### src/rtl/md5_match_collector.sv
// Collects md5core candidates whose hash equals a loaded target into a small
// FIFO with a registered head, drained through a valid/ready port.
module md5_match_collector #(
  parameter int PIPE_DEPTH = 64,
  parameter int FIFO_DEPTH = 4,
  parameter int CNT_W      = 16
) (
  input  logic             clk,
  input  logic             rst_n,
  input  logic             cand_valid,
  input  logic             target_load,
  input  logic [127:0]     target_hash,
  input  logic [127:0]     hash,
  input  logic [511:0]     message_in,
  output logic             match_valid,
  input  logic             match_ready,
  output logic [511:0]     match_message,
  output logic [CNT_W-1:0] match_count,
  output logic             overflow,
  output logic             busy
);

  localparam int AW = $clog2(FIFO_DEPTH);

  logic [PIPE_DEPTH-1:0] slot_sr;
  logic [127:0]          target_q;
  logic [511:0]          mem [FIFO_DEPTH];
  logic [AW-1:0]         rd_ptr;
  logic [AW-1:0]         wr_ptr;
  logic [AW:0]           fifo_count;

  logic                  slot_valid;
  logic                  hit;
  logic                  fifo_full;
  logic                  pop;
  logic                  push;
  logic [AW-1:0]         rd_ptr_nxt;
  logic [AW:0]           count_nxt;
  logic                  head_from_input;

  // Match detection, FIFO handshake and next-pointer arithmetic.
  always_comb begin
    slot_valid      = slot_sr[PIPE_DEPTH-1];
    hit             = slot_valid && (hash == target_q);
    fifo_full       = (fifo_count == (AW+1)'(FIFO_DEPTH));
    match_valid     = (fifo_count != '0);
    pop             = match_valid && match_ready;
    push            = hit && (!fifo_full || pop);
    rd_ptr_nxt      = rd_ptr + AW'(pop);
    count_nxt       = fifo_count + (AW+1)'(push) - (AW+1)'(pop);
    // The new entry becomes the head when nothing older survives this edge.
    head_from_input = push && (fifo_count == (AW+1)'(pop));
    busy            = (|slot_sr) || match_valid;
  end

  // FIFO storage; contents behind the pointers need no reset.
  always_ff @(posedge clk) begin
    if (push) mem[wr_ptr] <= message_in;
  end

  // Control state: validity pipe, target, FIFO pointers, head register, status.
  always_ff @(posedge clk) begin
    if (!rst_n) begin
      slot_sr       <= '0;
      target_q      <= '0;
      rd_ptr        <= '0;
      wr_ptr        <= '0;
      fifo_count    <= '0;
      match_message <= '0;
      match_count   <= '0;
      overflow      <= 1'b0;
    end else begin
      slot_sr    <= {slot_sr[PIPE_DEPTH-2:0], cand_valid};
      if (target_load) target_q <= target_hash;
      if (push) wr_ptr <= wr_ptr + AW'(1);
      rd_ptr     <= rd_ptr_nxt;
      fifo_count <= count_nxt;
      // Head holds its last value once the FIFO drains empty.
      if (count_nxt != '0)
        match_message <= head_from_input ? message_in : mem[rd_ptr_nxt];
      if (hit && (match_count != '1))
        match_count <= match_count + CNT_W'(1);
      // A drop in the same cycle as a target load still leaves overflow set,
      // so a lost match is never silently hidden.
      if (hit && !push)
        overflow <= 1'b1;
      else if (target_load)
        overflow <= 1'b0;
    end
  end

endmodule

### config.mk
export PLATFORM = sky130hd
export DESIGN_NAME = md5_match_collector
export DESIGN_NICKNAME = d
export VERILOG_FILES = /design/src/rtl/md5_match_collector.sv
export SDC_FILE = /design/constraint.sdc
export NUM_CORES = 2
export LEC_CHECK = 0
export CAP_MARGIN = 20
export CORE_AREA = 4 4 580 410
export CTS_CLUSTER_SIZE = 14
export DETAILED_ROUTE_END_ITERATION = 7
export DIE_AREA = 0 0 584 414
export PLACE_DENSITY = 0.73
export SETUP_SLACK_MARGIN = 0.05
export SYNTH_ARGS = -nofsm -noshare
export SYNTH_HDL_FRONTEND = slang
export SYNTH_SLANG_ARGS = --single-unit
### constraint.sdc
create_clock -name clk -period 30.7 [get_ports clk]
set_clock_uncertainty 0.2 [all_clocks]
set_input_delay 9.21 -clock clk [delete_from_list [all_inputs] [get_ports clk]]
set_output_delay 9.21 -clock clk [all_outputs]
set_load 0.05 [all_outputs]
# Word-level counts from Yosys, hierarchy flattened
# Memories as Yosys holds them, arrays and structs flattened.
# Cells that the tools add are included.
[op_classes]
muxes = 5
n_reduce_logical = 14
addsub = 5
n_eq_ne = 4
[ops]
columns = ["op", "count"]
rows = [
  ["2-to-1 mux 512 bit", 1],
  ["equality test 128 bit", 1],
  ["OR reduction 64 bit", 1],
  ["adder 16 x 1 -> 16 bit (second input constant)", 1],
  ["!= test 16 bit (second input constant)", 1],
  ["logical AND 1 bit", 6],
  ["nonzero test 3 bit", 2],
  ["2-to-1 mux 1 bit", 4],
  ["adder 3 x 1 -> 3 bit", 1],
  ["equality test 3 x 1 -> 1 bit", 1],
  ["equality test 3 bit (second input constant)", 1],
  ["subtractor 3 x 1 -> 3 bit", 1],
  ["adder 2 x 1 -> 2 bit", 1],
  ["adder 2 x 1 -> 2 bit (second input constant)", 1],
  ["logical NOT 1 bit", 2],
  ["logical OR 1 bit", 2],
  ["nonzero test 2 bit", 1],
]
[word_totals]
out_inout_bits = 531
reg_bits = 728
inputBits = 773
ramBits = 2048
n_memories = 1
word_cells = 37
[mem_list]
columns = ["memory", "words", "width", "rd", "rd_clocked_by_memory_dff", "wr", "line_no", "text"]
rows = [
  ["mem", 4, 512, 1, 0, 1, "27", "logic [511:0] mem [FIFO_DEPTH];"],
]

# Logic depth before layout (Yosys ltp)
[depth]
ltp_word = 7
depth_mapped = 21
depth_no_buf = 18

# Worst setup path after synthesis
# Ideal clock, no wire load.
[synth_path]
path_kind = "in2reg"
from = "input hash[127]"
to = "memory mem[0][0], enable pin"
setup_slack_ns = 6.976
stages = 8
setup_ns = 0.943
arrival_ns = 22.580
path_buffers = 1
required_ns = 29.557
path_cell_list = "nor2b_1 a2111o_1 a2111oi_1 nand4_1 or4_1 buf_2 nor2_1 and2_1"
[synth_via]
elab_chain_cells = 5
[synth_lines]
columns = ["item", "line_no", "text"]
rows = [
  ["start: declaration", "13", "input logic [127:0] hash,"],
  ["equality test 128 bit", "44", "hit = slot_valid && (hash == target_q);"],
  ["logical AND 1 bit", "44", ""],
  ["logical AND 1 bit", "48", "push = hit && (!fifo_full || pop);"],
  ["2-to-1 mux 1 bit", "58", "if (push) mem[wr_ptr] <= message_in;"],
  ["2-to-1 mux 1 bit (not written as such)", "58", ""],
  ["end: declaration", "27", ""],
]
# Every way passes these cells.

# Worst setup path after layout
[layout_path]
from = "input hash[33]"
to = "register match_message[473]"
[layout_via]
elab_chain_cells = 6
word_cells_on_any_way = 8
classes_between = "add/sub: 2; eq/ne: 1; mux: 1; reduce/logical: 4"
[layout_lines]
columns = ["item", "line_no", "text"]
rows = [
  ["equality test 128 bit *", "44", ""],
  ["logical AND 1 bit *", "44", ""],
  ["logical AND 1 bit *", "48", ""],
  ["adder 3 x 1 -> 3 bit", "50", "count_nxt = fifo_count + (AW+1)'(push) - (AW+1)'(pop);"],
  ["subtractor 3 x 1 -> 3 bit", "50", ""],
  ["nonzero test 3 bit", "79", "if (count_nxt != '0)"],
  ["end signal: assignment", "80", "match_message <= head_from_input ? message_in : mem[rd_ptr_nxt];"],
  ["end: declaration", "17", "output logic [511:0] match_message,"],
]
# Every way passes the cells marked *; elsewhere a longest branch is shown, timed or not.
# A chain may end at the register's enable or synchronous reset.

==> impl_metrics.env <==
export IMPL_cts_setup_buffers=0
export IMPL_ys_seq_elements=2776
export IMPL_h_tree_depth=5
export IMPL_cts_max_path_buffers=4
export IMPL_muxShareOfSynthArea=0.173
export IMPL_synthAdderAreaFrac=0.00116
export IMPL_synth_edf_count=2048
export IMPL_dp_cells=9962
export IMPL_rows=148
export IMPL_synth_distinct_cells=44
export IMPL_min_period_over_period=0.558
export IMPL_synth_top_family_by_area="multiplexers"
export IMPL_insertion_delay_ps=810
export IMPL_synthFlopType="edfxtp_1"
export IMPL_startpoint_type="input pin"
export IMPL_yosysWarnings=0
export IMPL_grt_max_degree=151
export IMPL_route_detailed_drc=0
export IMPL_final_hold_violation_count=0
export IMPL_synthXorXnorAreaFrac=0.00699
export IMPL_netlist_instances=5837
export IMPL_hpwlAfterDp_um=181000
export IMPL_core_sq_mm=0.232
export IMPL_area_growth_synth_to_final_pct=23.3
export IMPL_synthTopCellsByArea="edfxtp_1 (59%), dfxtp_1 (14%), mux4_2 (11%)"
export IMPL_grt_pass1_vias=58233
export IMPL_synthSimpleGateAreaFrac=0.0374
export IMPL_seq_power_share=0.389
export IMPL_routedWlPerCell_um=26.6
export IMPL_synth_top_area_frac=0.591
export IMPL_antenna_found_initial=94
export IMPL_finalCriticalPeriod_ps=17120
export IMPL_cap_viol_max_count=0
export IMPL_cts_buffers=268
export IMPL_cts_hold_buffers=0
export IMPL_hold_class="register to register"
export IMPL_outcome="finished, final reports clean"
export IMPL_synth_commonest_cells="edfxtp_1 (2048), dfxtp_1 (728), mux2i_1 (646)"
export IMPL_syn_cell_area_sq_mm=0.104
export IMPL_ys_async_sr_fraction=0
export IMPL_drive_gt1_frac=0.132
export IMPL_min_delay_start="match_message[40]"
export IMPL_dr_pass1_iters=6
export IMPL_fmax_ghz=0.0584
export IMPL_drtAntennaViolNets=0
export IMPL_crit_start="hash[33]"
export IMPL_path_class="input pin to register"
export IMPL_postLayoutCellArea_sq_mm=0.128
export IMPL_p_sw_uw=3860
export IMPL_routed_via_density=5.48
export IMPL_gp_congestion=0.896
export IMPL_required_ps=31140
export IMPL_clk_pin_slew_ps=60
export IMPL_drt_wl_total_um=279000
export IMPL_setup_slack_ps=13580
export IMPL_placed_area_sq_mm=0.120
export IMPL_comb_power_share=0.332
export IMPL_synth_compound_area_share=0.0286
export IMPL_switching_share=0.334
export IMPL_p_int_uw=7670
export IMPL_finalSetupTns_ps=0
export IMPL_dr_total_vias=57495
export IMPL_powerDensity_mw_per_mm2=89.9
export IMPL_start_util=0.449
export IMPL_reg2reg_from="target_q[33]"
export IMPL_synth_net_count=6619
export IMPL_die_h_um=414
export IMPL_syn_area_per_cell_sq_um=17.8
export IMPL_cts_sinks=2776
export IMPL_cp_data_arrival_time_ps=17560
export IMPL_synth_seq_area_share=0.732
export IMPL_hold_worst_slack_ps=246
export IMPL_cts_tree="yes"
export IMPL_crit_path_max_fanout=79
export IMPL_drv_slew=0
export IMPL_cp_top_family="simple AND/OR/NAND/NOR gates"
export IMPL_cts_root_buf="clkbuf_16"
export IMPL_slowest_delay_ps=850
export IMPL_groute_usage_overall=0.225
export IMPL_slowest_stage="buf_4"
export IMPL_first_iter_violations=5116
export IMPL_cp_end_kind="register"
export IMPL_pwr_share_clk=0.279
export IMPL_post_cts_resized=0
export IMPL_relSlewSlack=0.213
export IMPL_finalNetCount=7939
export IMPL_path_cells="clkdlybuf4s50_1 > xnor2_1 > nand4_1 > nor4_1 > nand3_1 > or4_1 > nor2_1 > inv_1 > ha_1 > inv_1 > ha_1 > inv_1 > fa_1 > xor2_1 > xnor2_1 > nand3b_1 > nand2_4 > buf_4 > buf_4 > buf_4 > o21ai_0"
export IMPL_grt_setup_unrepaired="false"
export IMPL_pre_cts_ws_ps=12760
export IMPL_die_x_um=584
export IMPL_p_leak_uw=0.0407
export IMPL_tightestPinTransition_ps=1180
export IMPL_io_buffers=1303
export IMPL_yosysMostFrequentCell="edfxtp_1"
export IMPL_cp_num_buf_inv=7
export IMPL_final_cells=10501
export IMPL_grt_overflow=0
export IMPL_grt_pass1_wl_um=406000
export IMPL_die_area_sq_mm=0.242
export IMPL_finalSetupViolations=0
export IMPL_ir_drop_v=0.000103
export IMPL_io_pins=1304
export IMPL_yosys_area_top_type="edfxtp_1"
[cell usage in the layout, fill, tap and decap left out, drive strengths merged, types with 2 or more instances in the layout]
cell type	count
nor2	145
or4	4
o22ai	4
nor3	6
ha	8
mux2i	646
nand4	25
xor2	14
clkinvlp	4
and4	4
inv	45
and2	72
o2111ai	9
diode	64
a2111oi	3
dfxtp	728
clkinv	57
nand2b	31
o221ai	3
xnor2	69
a2111o	10
a21oi	8
a22oi	5
and3	2
nor4	29
edfxtp	2048
or3	3
nor2b	35
o21ai	516
clkbuf	397
mux4	512
nand2	525
clkdlybuf4s50	1301
o31ai	2
nand3	6
bufinv	9
buf	73
[metal layers]
metal | global-route usage | vias to the layer above | share of wire
met5 | 0 | - | 0.0012
met4 | 0.0894 | 44 | 0.037
met3 | 0.0583 | 457 | 0.079
met2 | 0.363 | 2044 | 0.49
met1 | 0.292 | 29616 | 0.39
li1 | - | 25334 | -
[state kept, by name (all words and copies together), names as in the netlist]
register / flops
match_count: 16
wr_ptr: 2
overflow: 1
rd_ptr: 2
fifo_count: 3
slot_sr: 64
mem: 2048
match_message: 512
target_q: 128
[stage by stage]
| step | util | power (uW) |
|---|---|---|
| global placement | 0.516 | 8390 |
| detailed placement | 0.516 | 8430 |
| CTS | 0.553 | 11700 |
| floorplan | - | 7150 |
| finish | 0.554 | 11500 |
| global route | 0.553 | 12000 |
[path summary, 6_finish.rpt]
path,to,slack [ps],depth (start not counted)
setup / recovery,match_message[473],13580,21
hold / removal,match_message[40],250,2
setup reg to reg,match_message[473],22110,20
hold reg to reg,match_message[40],250,2
[cell type report]
class                           count  area, sq um
Antenna cell                       64          160
Clock buffer                      397         7810
Clock inverter                     78          687
Fill cell                       17711       103000
Inverter                           37          141
Multi-Input combinational cell   2700        25800
Sequential cell                  2776        76100
Tap cell                         3075         3850
Timing Repair Buffer             1374        13700
[power groups by stage]
stage	clock, uW	combinational [uW]	sequential [uW]
after floorplan	0	1830	5320
after global placement	0	3830	4560
after detailed placement	0	3870	4560
after CTS	3280	3880	4490
after global routing	3450	4080	4510
final	3220	3820	4490
[kinds of logic after synthesis]
kind of cell	after synthesis
flops	2776
mux	1158
simple gates	889
compound gates	561
buf+inv	361
xor+xnor	83
fa+ha+maj	9
[worst reg2reg max path, cell delays in order, from the launching register on]
cell	delay, ps
dfxtp_1	320
xnor2_1	500
nand4_1	160
nor4_1	570
nand3_1	230
or4_1	760
nor2_1	450
inv_1	100
ha_1	300
inv_1	50
ha_1	130
inv_1	50
fa_1	390
xor2_1	160
xnor2_1	200
nand3b_1	210
nand2_4	700
buf_4	930
buf_4	870
buf_4	940
o21ai_0	260
No activity file was read; power rests on OpenSTA's default activity.
